<file path="src/rtl/image_rom_reader_pkg.sv">
// Shared constants and types for the image ROM read client.
package image_rom_pkg;

  localparam int ROM_ADDR_W       = 11;
  localparam int ROM_DATA_W       = 18;
  localparam int ROM_LATENCY_DFLT = 2;

  typedef enum logic [1:0] {
    IDLE,
    FETCH,
    DRAIN
  } rd_state_t;

  // One stream beat: data word plus end-of-burst marker.
  typedef struct packed {
    logic                  last;
    logic [ROM_DATA_W-1:0] data;
  } stream_word_t;

endpackage

</file>
<file path="src/rtl/image_rom_reader_if.sv">
// Valid/ready pixel-word stream between the ROM reader and downstream logic.
interface image_rom_reader_if #(
  parameter int DATA_W = image_rom_pkg::ROM_DATA_W
);
  logic [DATA_W-1:0] m_data;
  logic              m_valid;
  logic              m_ready;
  logic              m_last;

  modport master (output m_data, output m_valid, output m_last, input m_ready);
  modport slave  (input m_data, input m_valid, input m_last, output m_ready);
endinterface

</file>
<file path="src/rtl/image_rom_reader_fifo.sv">
// Show-ahead skid FIFO holding {last, data} beats returned by the ROM.
module image_rom_fifo
  import image_rom_pkg::*;
#(
  parameter type word_t = stream_word_t,
  parameter int  DEPTH  = 4
) (
  input  logic                       clk,
  input  logic                       reset,
  input  logic                       push,
  input  word_t                      wr_word,
  input  logic                       pop,
  output word_t                      head,
  output logic [$clog2(DEPTH+1)-1:0] count,
  output logic                       full,
  output logic                       empty
);
  localparam int CW = $clog2(DEPTH + 1);
  localparam int PW = (DEPTH > 1) ? $clog2(DEPTH) : 1;

  logic [PW-1:0] wr_ptr;
  logic [PW-1:0] rd_ptr;
  word_t         mem [DEPTH];

  function automatic logic [PW-1:0] bump(input logic [PW-1:0] p);
    return (p == PW'(DEPTH - 1)) ? '0 : p + PW'(1);
  endfunction

  assign empty = (count == '0);
  assign full  = (count == CW'(DEPTH));
  // Head is forced to zero when empty so the stream outputs read 0 out of reset.
  assign head  = empty ? '0 : mem[rd_ptr];

  // Storage array; contents are only observed through valid entries.
  always_ff @(posedge clk) begin
    if (push) mem[wr_ptr] <= wr_word;
  end

  // Pointer and occupancy bookkeeping; simultaneous push and pop keep count.
  always_ff @(posedge clk or posedge reset) begin
    if (reset) begin
      wr_ptr <= '0;
      rd_ptr <= '0;
      count  <= '0;
    end else begin
      if (push) wr_ptr <= bump(wr_ptr);
      if (pop)  rd_ptr <= bump(rd_ptr);
      count <= count + CW'(push) - CW'(pop);
    end
  end

  a_no_underflow: assert property (@(posedge clk) disable iff (reset) !(pop && empty));

endmodule

</file>
<file path="src/rtl/image_rom_reader.sv">
// Sequential burst reader for the pipelined image ROM, presenting words as a stream.
module image_rom_reader
  import image_rom_pkg::*;
#(
  parameter int ADDR_W      = ROM_ADDR_W,
  parameter int DATA_W      = ROM_DATA_W,
  parameter int ROM_LATENCY = ROM_LATENCY_DFLT,
  parameter int FIFO_DEPTH  = 4
) (
  input  logic                clk,
  input  logic                reset,
  input  logic                start,
  input  logic [ADDR_W-1:0]   base,
  input  logic [ADDR_W:0]     count,
  output logic                busy,
  output logic                done,
  output logic [ADDR_W-1:0]   rom_ad,
  input  logic [DATA_W-1:0]   rom_data,
  image_rom_reader_if.master  m
);
  localparam int IFW = $clog2(ROM_LATENCY + 1);
  localparam int CW  = $clog2(FIFO_DEPTH + 1);
  localparam int OW  = $clog2(FIFO_DEPTH + ROM_LATENCY + 2) + 1;
  localparam logic [ADDR_W:0] ONE_LEFT = (ADDR_W + 1)'(1);

  if (FIFO_DEPTH < ROM_LATENCY + 1) begin : g_depth_check
    $error("image_rom_reader: FIFO_DEPTH must be at least ROM_LATENCY+1");
  end

  typedef struct packed {
    logic              last;
    logic [DATA_W-1:0] data;
  } word_t;

  rd_state_t            state;
  logic [ADDR_W:0]      remaining;
  logic [ROM_LATENCY-1:0] vpipe;
  logic [ROM_LATENCY-1:0] lpipe;
  logic [IFW-1:0]       in_flight;
  logic                 issue;
  logic                 push;
  logic                 pop;
  logic                 fifo_full;
  logic                 fifo_empty;
  logic [CW-1:0]        fifo_count;
  word_t                head;
  word_t                wr_word;

  // A ROM return is valid exactly when its issue bit reaches the end of the pipe.
  assign push    = vpipe[ROM_LATENCY-1];
  assign wr_word = '{last: lpipe[ROM_LATENCY-1], data: rom_data};
  assign pop     = m.m_valid & m.m_ready;

  assign m.m_valid = ~fifo_empty;
  assign m.m_data  = head.data;
  assign m.m_last  = head.last;

  // Credit check: outstanding reads plus buffered words must fit the FIFO,
  // treating this cycle's pop as a slot already freed.
  always_comb begin
    issue = 1'b0;
    if (state == FETCH) begin
      issue = (OW'(in_flight) + OW'(fifo_count)) < (OW'(FIFO_DEPTH) + OW'(pop));
    end
  end

  // Burst control FSM; rom_ad doubles as the next-address register.
  always_ff @(posedge clk or posedge reset) begin
    if (reset) begin
      state     <= IDLE;
      busy      <= 1'b0;
      done      <= 1'b0;
      rom_ad    <= '0;
      remaining <= '0;
      vpipe     <= '0;
      lpipe     <= '0;
      in_flight <= '0;
    end else begin
      done      <= 1'b0;
      vpipe     <= (vpipe << 1) | ROM_LATENCY'(issue);
      lpipe     <= (lpipe << 1) | ROM_LATENCY'(issue && (remaining == ONE_LEFT));
      in_flight <= in_flight + IFW'(issue) - IFW'(push);
      case (state)
        IDLE: begin
          if (start) begin
            if (count == '0) begin
              done <= 1'b1;
            end else begin
              rom_ad    <= base;
              remaining <= count;
              busy      <= 1'b1;
              state     <= FETCH;
            end
          end
        end
        FETCH: begin
          if (issue) begin
            rom_ad    <= rom_ad + ADDR_W'(1);
            remaining <= remaining - ONE_LEFT;
            if (remaining == ONE_LEFT) state <= DRAIN;
          end
        end
        DRAIN: begin
          if (pop && head.last) begin
            done  <= 1'b1;
            busy  <= 1'b0;
            state <= IDLE;
          end
        end
        default: state <= IDLE;
      endcase
    end
  end

  image_rom_fifo #(
    .word_t (word_t),
    .DEPTH  (FIFO_DEPTH)
  ) u_fifo (
    .clk     (clk),
    .reset   (reset),
    .push    (push),
    .wr_word (wr_word),
    .pop     (pop),
    .head    (head),
    .count   (fifo_count),
    .full    (fifo_full),
    .empty   (fifo_empty)
  );

  a_no_overflow: assert property (@(posedge clk) disable iff (reset) !(push && fifo_full));

endmodule

</file>
<file path="src/flat_wrapper.sv">
// flat-port wrapper written by rule: the top's interface ports become plain ports
module image_rom_reader_flat import image_rom_pkg::*;
#(
  parameter int ADDR_W      = ROM_ADDR_W,
  parameter int DATA_W      = ROM_DATA_W,
  parameter int ROM_LATENCY = ROM_LATENCY_DFLT,
  parameter int FIFO_DEPTH  = 4
)
  (clk, reset, start, base, count, busy, done, rom_ad, rom_data, m_m_data, m_m_valid, m_m_last, m_m_ready);
  image_rom_reader_if #(.DATA_W(DATA_W)) m_i ();
  input  logic clk;
  input  logic reset;
  input  logic start;
  input  logic [ADDR_W-1:0] base;
  input  logic [ADDR_W:0] count;
  output logic busy;
  output logic done;
  output logic [ADDR_W-1:0] rom_ad;
  input  logic [DATA_W-1:0] rom_data;
  output wire logic [$bits(m_i.m_data)-1:0] m_m_data;
  output wire logic [$bits(m_i.m_valid)-1:0] m_m_valid;
  output wire logic [$bits(m_i.m_last)-1:0] m_m_last;
  input wire logic [$bits(m_i.m_ready)-1:0] m_m_ready;
  assign m_m_data = m_i.m_data;
  assign m_m_valid = m_i.m_valid;
  assign m_m_last = m_i.m_last;
  assign m_i.m_ready = m_m_ready;
  image_rom_reader #(.ADDR_W(ADDR_W), .DATA_W(DATA_W), .ROM_LATENCY(ROM_LATENCY), .FIFO_DEPTH(FIFO_DEPTH)) u_core (.clk(clk), .reset(reset), .start(start), .base(base), .count(count), .busy(busy), .done(done), .rom_ad(rom_ad), .rom_data(rom_data), .m(m_i));
endmodule
</file>
<file path="config.mk">
export PLATFORM = sky130hd
export DESIGN_NAME = image_rom_reader_flat
export DESIGN_NICKNAME = d
export VERILOG_FILES = /design/src/rtl/image_rom_reader_pkg.sv /design/src/rtl/image_rom_reader_if.sv /design/src/rtl/image_rom_reader_fifo.sv /design/src/rtl/image_rom_reader.sv /design/src/flat_wrapper.sv
export SDC_FILE = /design/constraint.sdc
export NUM_CORES = 1
export LEC_CHECK = 0
export CAP_MARGIN = 20
export CORE_MARGIN = 3
export CORE_UTILIZATION = 49
export DETAILED_ROUTE_END_ITERATION = 16
export GPL_ROUTABILITY_DRIVEN = 0
export GPL_TIMING_DRIVEN = 1
export HOLD_SLACK_MARGIN = 0.1
export PLACE_DENSITY = 0.73
export SYNTH_ARGS = -nofsm -noshare
export SYNTH_HDL_FRONTEND = slang
export SYNTH_HIERARCHICAL = 1
export SYNTH_SLANG_ARGS = --single-unit
export TNS_END_PERCENT = 10
</file>
<file path="constraint.sdc">
create_clock -name clk -period 3 [get_ports clk]
set_input_delay 0.6 -clock clk [delete_from_list [all_inputs] [get_ports clk]]
set_output_delay 0.6 -clock clk [all_outputs]
set_load 0.01 [all_outputs]
</file>
Yosys cells after proc, flatten, opt, wreduce, memory -nomap -nowiden
Memories as Yosys holds them, arrays and structs flattened.
Cells that the tools add are included.
{"block": "totals", "ramBits": 76, "n_memories": 1, "register_bits": 40}
{"block": "op_classes", "magnitude_cmp": 1, "n_eq_ne": 10, "reduce_logical": 10, "n_addsub": 10, "n_mux": 28, "bitwise_logic": 4}
{"memory": "u_core.u_fifo.mem", "words": 4, "width": 19, "read_ports": 1, "rd_clocked_by_memory_dff": 0, "wr": 1, "line": "image_rom_reader_fifo.sv:23", "rtl": "word_t mem [DEPTH];"}
{"cell": "2-to-1 mux 12 bit", "n": 3}
{"cell": "2-to-1 mux 11 bit", "n": 3}
{"cell": "one-hot mux 12 bit (2 select lines)", "n": 1}
{"cell": "one-hot mux 11 bit (2 select lines)", "n": 1}
{"cell": "2-to-1 mux 19 bit", "n": 1}
{"cell": "2-to-1 mux 2 bit", "n": 7}
{"cell": "== test 12 x 1 -> 1 bit, second input constant", "n": 1}
{"cell": "zero test 12 bit", "n": 1}
{"cell": "subtractor 12 x 1 -> 12 bit, second input constant", "n": 1}
{"cell": "adder 11 x 1 -> 11 bit, second input constant", "n": 1}
{"cell": "2-to-1 mux 1 bit", "n": 9}
{"cell": "AND reduction 4 bit", "n": 2}
{"cell": "== test 2 bit, second input constant", "n": 3}
{"cell": "!= test 2 bit, second input constant", "n": 3}
{"cell": "one-hot mux 2 bit (3 select lines)", "n": 1}
{"cell": "AND reduction 5 bit", "n": 1}
{"cell": "adder 2 x 1 -> 2 bit, second input constant", "n": 2}
{"cell": "adder 2 x 3 -> 4 bit", "n": 1}
{"cell": "adder 3 x 1 -> 4 bit, first input constant", "n": 1}
{"cell": "< comparator 4 bit", "n": 1}
{"cell": "!= test 2 x 1 -> 1 bit, second input constant", "n": 2}
{"cell": "OR 2 x 1 -> 2 bit", "n": 2}
{"cell": "one-hot mux 1 bit (2 select lines)", "n": 2}
{"cell": "nonzero test 2 bit", "n": 2}
{"cell": "other kinds (10)", "n": 11}

Logic depth before layout (Yosys ltp)
{"block": "logic_depth", "ltp_word": 8, "ltp_mapped": 13, "ltp_nobuf": 11}

Hierarchy
The synthesis kept the hierarchy.
{"module": "image_rom_fifo", "cells_per_inst": 158, "n_inst": 1, "area_each_um2": 3288.2}
{"module": "image_rom_reader", "cells_per_inst": 231, "n_inst": 1, "area_each_um2": 2006.9}

Worst setup path before layout
Ideal clock, no wire load.
{"block": "synth_timing", "kind": "register to register", "from": "register u_core.u_fifo.count[0]", "to": "register u_core.in_flight[1]", "t_arrival_ns": 3.018, "setup_ns": 0.123, "path_buffers": 1, "path_stages_with_launch": 13, "required_time_ns": 2.877, "period_less_slack_ns": 3.140, "slack_ns": -0.140, "path_cell_list": "dfrtp_1 > ha_1 > fa_1 > nor4b_2 > o22ai_2 > a2111oi_4 > buf_6 > nand2_1 > ha_1 > inv_1 > ha_1 > xnor2_1 > xnor2_1"}
{"block": "synth_between", "elab_chain_len": 8, "elab_cells_between_ends": 9, "classes_between": "add/sub: 4; order compare: 1; mux: 1; bitwise: 2; reduce/logical: 1"}
{"element": "start: declaration", "line": "image_rom_reader_fifo.sv:14", "rtl": "output logic [$clog2(DEPTH+1)-1:0] count,"}
{"element": "start signal: assignment", "line": "image_rom_reader_fifo.sv:48", "rtl": "count <= count + CW'(push) - CW'(pop);"}
{"element": "zero test 3 bit", "line": "image_rom_reader_fifo.sv:29", "rtl": "assign empty = (count == '0);"}
{"element": "NOT 1 bit", "line": "image_rom_reader.sv:54", "rtl": "assign m.m_valid = ~fifo_empty;"}
{"element": "AND 1 bit", "line": "image_rom_reader.sv:52", "rtl": "assign pop = m.m_valid & m.m_ready;"}
{"element": "adder 3 x 1 -> 4 bit", "line": "image_rom_reader.sv:63", "rtl": "issue = (OW'(in_flight) + OW'(fifo_count)) < (OW'(FIFO_DEPTH) + OW'(pop));"}
{"element": "< comparator 4 bit *", "line": "image_rom_reader.sv:63"}
{"element": "2-to-1 mux 1 bit *", "line": "image_rom_reader.sv:62", "rtl": "if (state == FETCH) begin"}
{"element": "adder 2 x 1 -> 2 bit *", "line": "image_rom_reader.sv:82", "rtl": "in_flight <= in_flight + IFW'(issue) - IFW'(push);"}
{"element": "subtractor 2 x 1 -> 2 bit *", "line": "image_rom_reader.sv:82"}
{"element": "end signal: assignment", "line": "image_rom_reader.sv:82"}
{"element": "end: declaration", "line": "image_rom_reader.sv:39", "rtl": "logic [IFW-1:0] in_flight;"}
Mark *: on every way between the ends. The rest lies on a longest branch, timed or not.
A chain may end at the register's enable or synchronous reset.

Final worst setup path
{"block": "layout_timing", "from": "register u_core.u_fifo.count[1]", "to": "output m_m_last"}
{"block": "layout_between", "elab_chain_len": 2}
{"element": "zero test 3 bit", "line": "image_rom_reader_fifo.sv:29"}
{"element": "2-to-1 mux 19 bit", "line": "image_rom_reader_fifo.sv:32", "rtl": "assign head = empty ? '0 : mem[rd_ptr];"}
{"element": "end: declaration", "line": "flat_wrapper.sv:22", "rtl": "output wire logic [$bits(m_i.m_last)-1:0] m_m_last;"}
Every way passes these cells.

==> reports/metrics.cfg <==
[routing]
post-route-drc-count=0
viasPerCell=5.63
wire_per_inst_um=17.7
antenna_left=0
dr.pass1.iters=4
routed-via-count=3523
totalWireLength_um=11100
first_iter_violations=194

[global_route]
antenna_found_initial=0
grt_pass1_vias=3567
grt_pass1_wl_um=17900
grt_remaining_overflow=0
grt_start_max_net_pins=43
track_usage_pct=19.9

[clocking]
clk_pin_slew_worst_paths_ns=0.06
htree_num_levels=4
clock_sinks=116
clkLatencyLatePin_ns=0.50
cts_buffer_depth=2
cts_tree=built
root_buffer=clkbuf_8
cts_made_buffers=17
holdBufCountCts=0

[sta]
clock_skew_ns=0.00824
fin_crit_sh_pct=96.9
fin_ws_ns=0.0931
max-slew-margin-rel_pct=43.0
setup_viol=0
final_max_slew_viol_count=0
period_minus_slack_ns=2.91
max_freq_mhz=344
tightest_slew_ns=0.849
holdWs_ns=0.351
hold_violations=0

[worst_setup_path]
crit_path_start_kind=register
worstSetupPathType=register to primary output
required_ns=2.40
worstPathArrival_ns=2.31
critPathMaxFanout=19
crit_path_end_kind=primary output

[cells_and_area]
final_cell_mix=clkdlybuf4s50_1, edfxtp_1, dfrtp_1
diodes=0
multi_input_area_um2=1820
drive_gt1_share_pct=15.5
ff_latch_area_um2=3290
layout.nets=539
fill_cells=756
syn_to_final_growth_pct=30.4
fin_util_pct=66.2

[status]
outcome=finished clean

[floorplan]
core_area_um2=10400
dieHeight_um=110
io_pins=78
initial_core_util_pct=50.8
die_area_um2=12100
die_w_um=110
fp-row-count=37

[place]
pre_cts_slack_ns=0.147
hpwl_um=7130
portBuffers=77

[run]
drv_cap=0

[yosys]
synth_cells=388
synth.cell_area_um2=5290
avgSynthCellArea_um2=13.6
ys_warn_count=6
synth_fp_nets=449

[pwr]
powerDensity_nw_per_um2=1160
total_power_uw=7990
leakage_uw=0.00261
ir_drop_mv=0.712

[min_path]
min_path_type=register to register

==> routing by layer <==
metal,share of wire (%),routed length (um),track usage (%),vias up
met4,1.2,135,7.21,0
met2,50,5580,32.5,128
met5,0,0,0,-
met1,43,4760,25.6,1723
met3,5.6,623,5.52,14
li1,-,-,-,1658
==> critical path, stage by stage (launching register included) <==
cell             delay [ns]
dfrtp_2                0.45
or3_1                  0.40
buf_4                  0.22
and2_1                 0.23
clkdlybuf4s50_1        0.50
==> registers in the layout, summed over array words and instances (netlist names) <==
signal                flops
u_core/u_fifo/mem        76
u_core/u_fifo/count       3
u_core/u_fifo/wr_ptr      2
u_core/remaining         12
u_core/busy               1
u_core/in_flight          2
u_core/state              2
u_core/vpipe              2
u_core/u_fifo/rd_ptr      2
u_core/rom_ad            11
u_core/lpipe              2
u_core/done               1
==> cell type report <==
class	instances	share of cell area, %
Inverter	21	1.14
Multi-Input combinational cell	230	26.4
Clock buffer	17	6.01
Sequential cell	116	47.7
Timing Repair Buffer	92	13.1
Clock inverter	14	3.27
Tap cell	136	2.47
==> where the power goes <==
part / internal, uW / switching (uW)
registers: 2230 / 360
clock network: 1440 / 722
logic: 1620 / 1620
==> worst paths after layout <==
kind	startpoint	to	slack, ns	cells after the start
max	u_core/u_fifo/count[1]$_DFF_PP0_	m_m_last	0.09	4
min	u_core/vpipe[0]$_DFF_PP0_	u_core/vpipe[1]$_DFF_PP0_	0.35	0
max reg2reg	u_core/u_fifo/count[0]$_DFF_PP0_	u_core/in_flight[1]$_DFF_PP0_	0.18	11
min reg2reg	u_core/vpipe[0]$_DFF_PP0_	u_core/vpipe[1]$_DFF_PP0_	0.35	0
max in group asynchronous	reset	u_core/remaining[10]$_DFFE_PP0P_	2.15	3
min in group asynchronous	reset	u_core/u_fifo/count[2]$_DFF_PP0_	0.38	2
==> per-stage QoR <==
stage	std cells	cell area, um^2	TNS, ns
6_report	626	6900	0
5_1_grt	626	6900	-0.00367
4_1_cts	626	6880	0
3_5_place_dp	594	6230	0
3_3_place_gp	594	6230	0
2_1_floorplan	388	5290	0
==> what timing repair did <==
item	CTS	global route
pin swaps	0	1
gates resized for setup	1	4
endpoints found under the setup margin	15	9
setup buffers	1	0
endpoints found under the hold margin	0	0
Power figures use the tool's default switching activity.
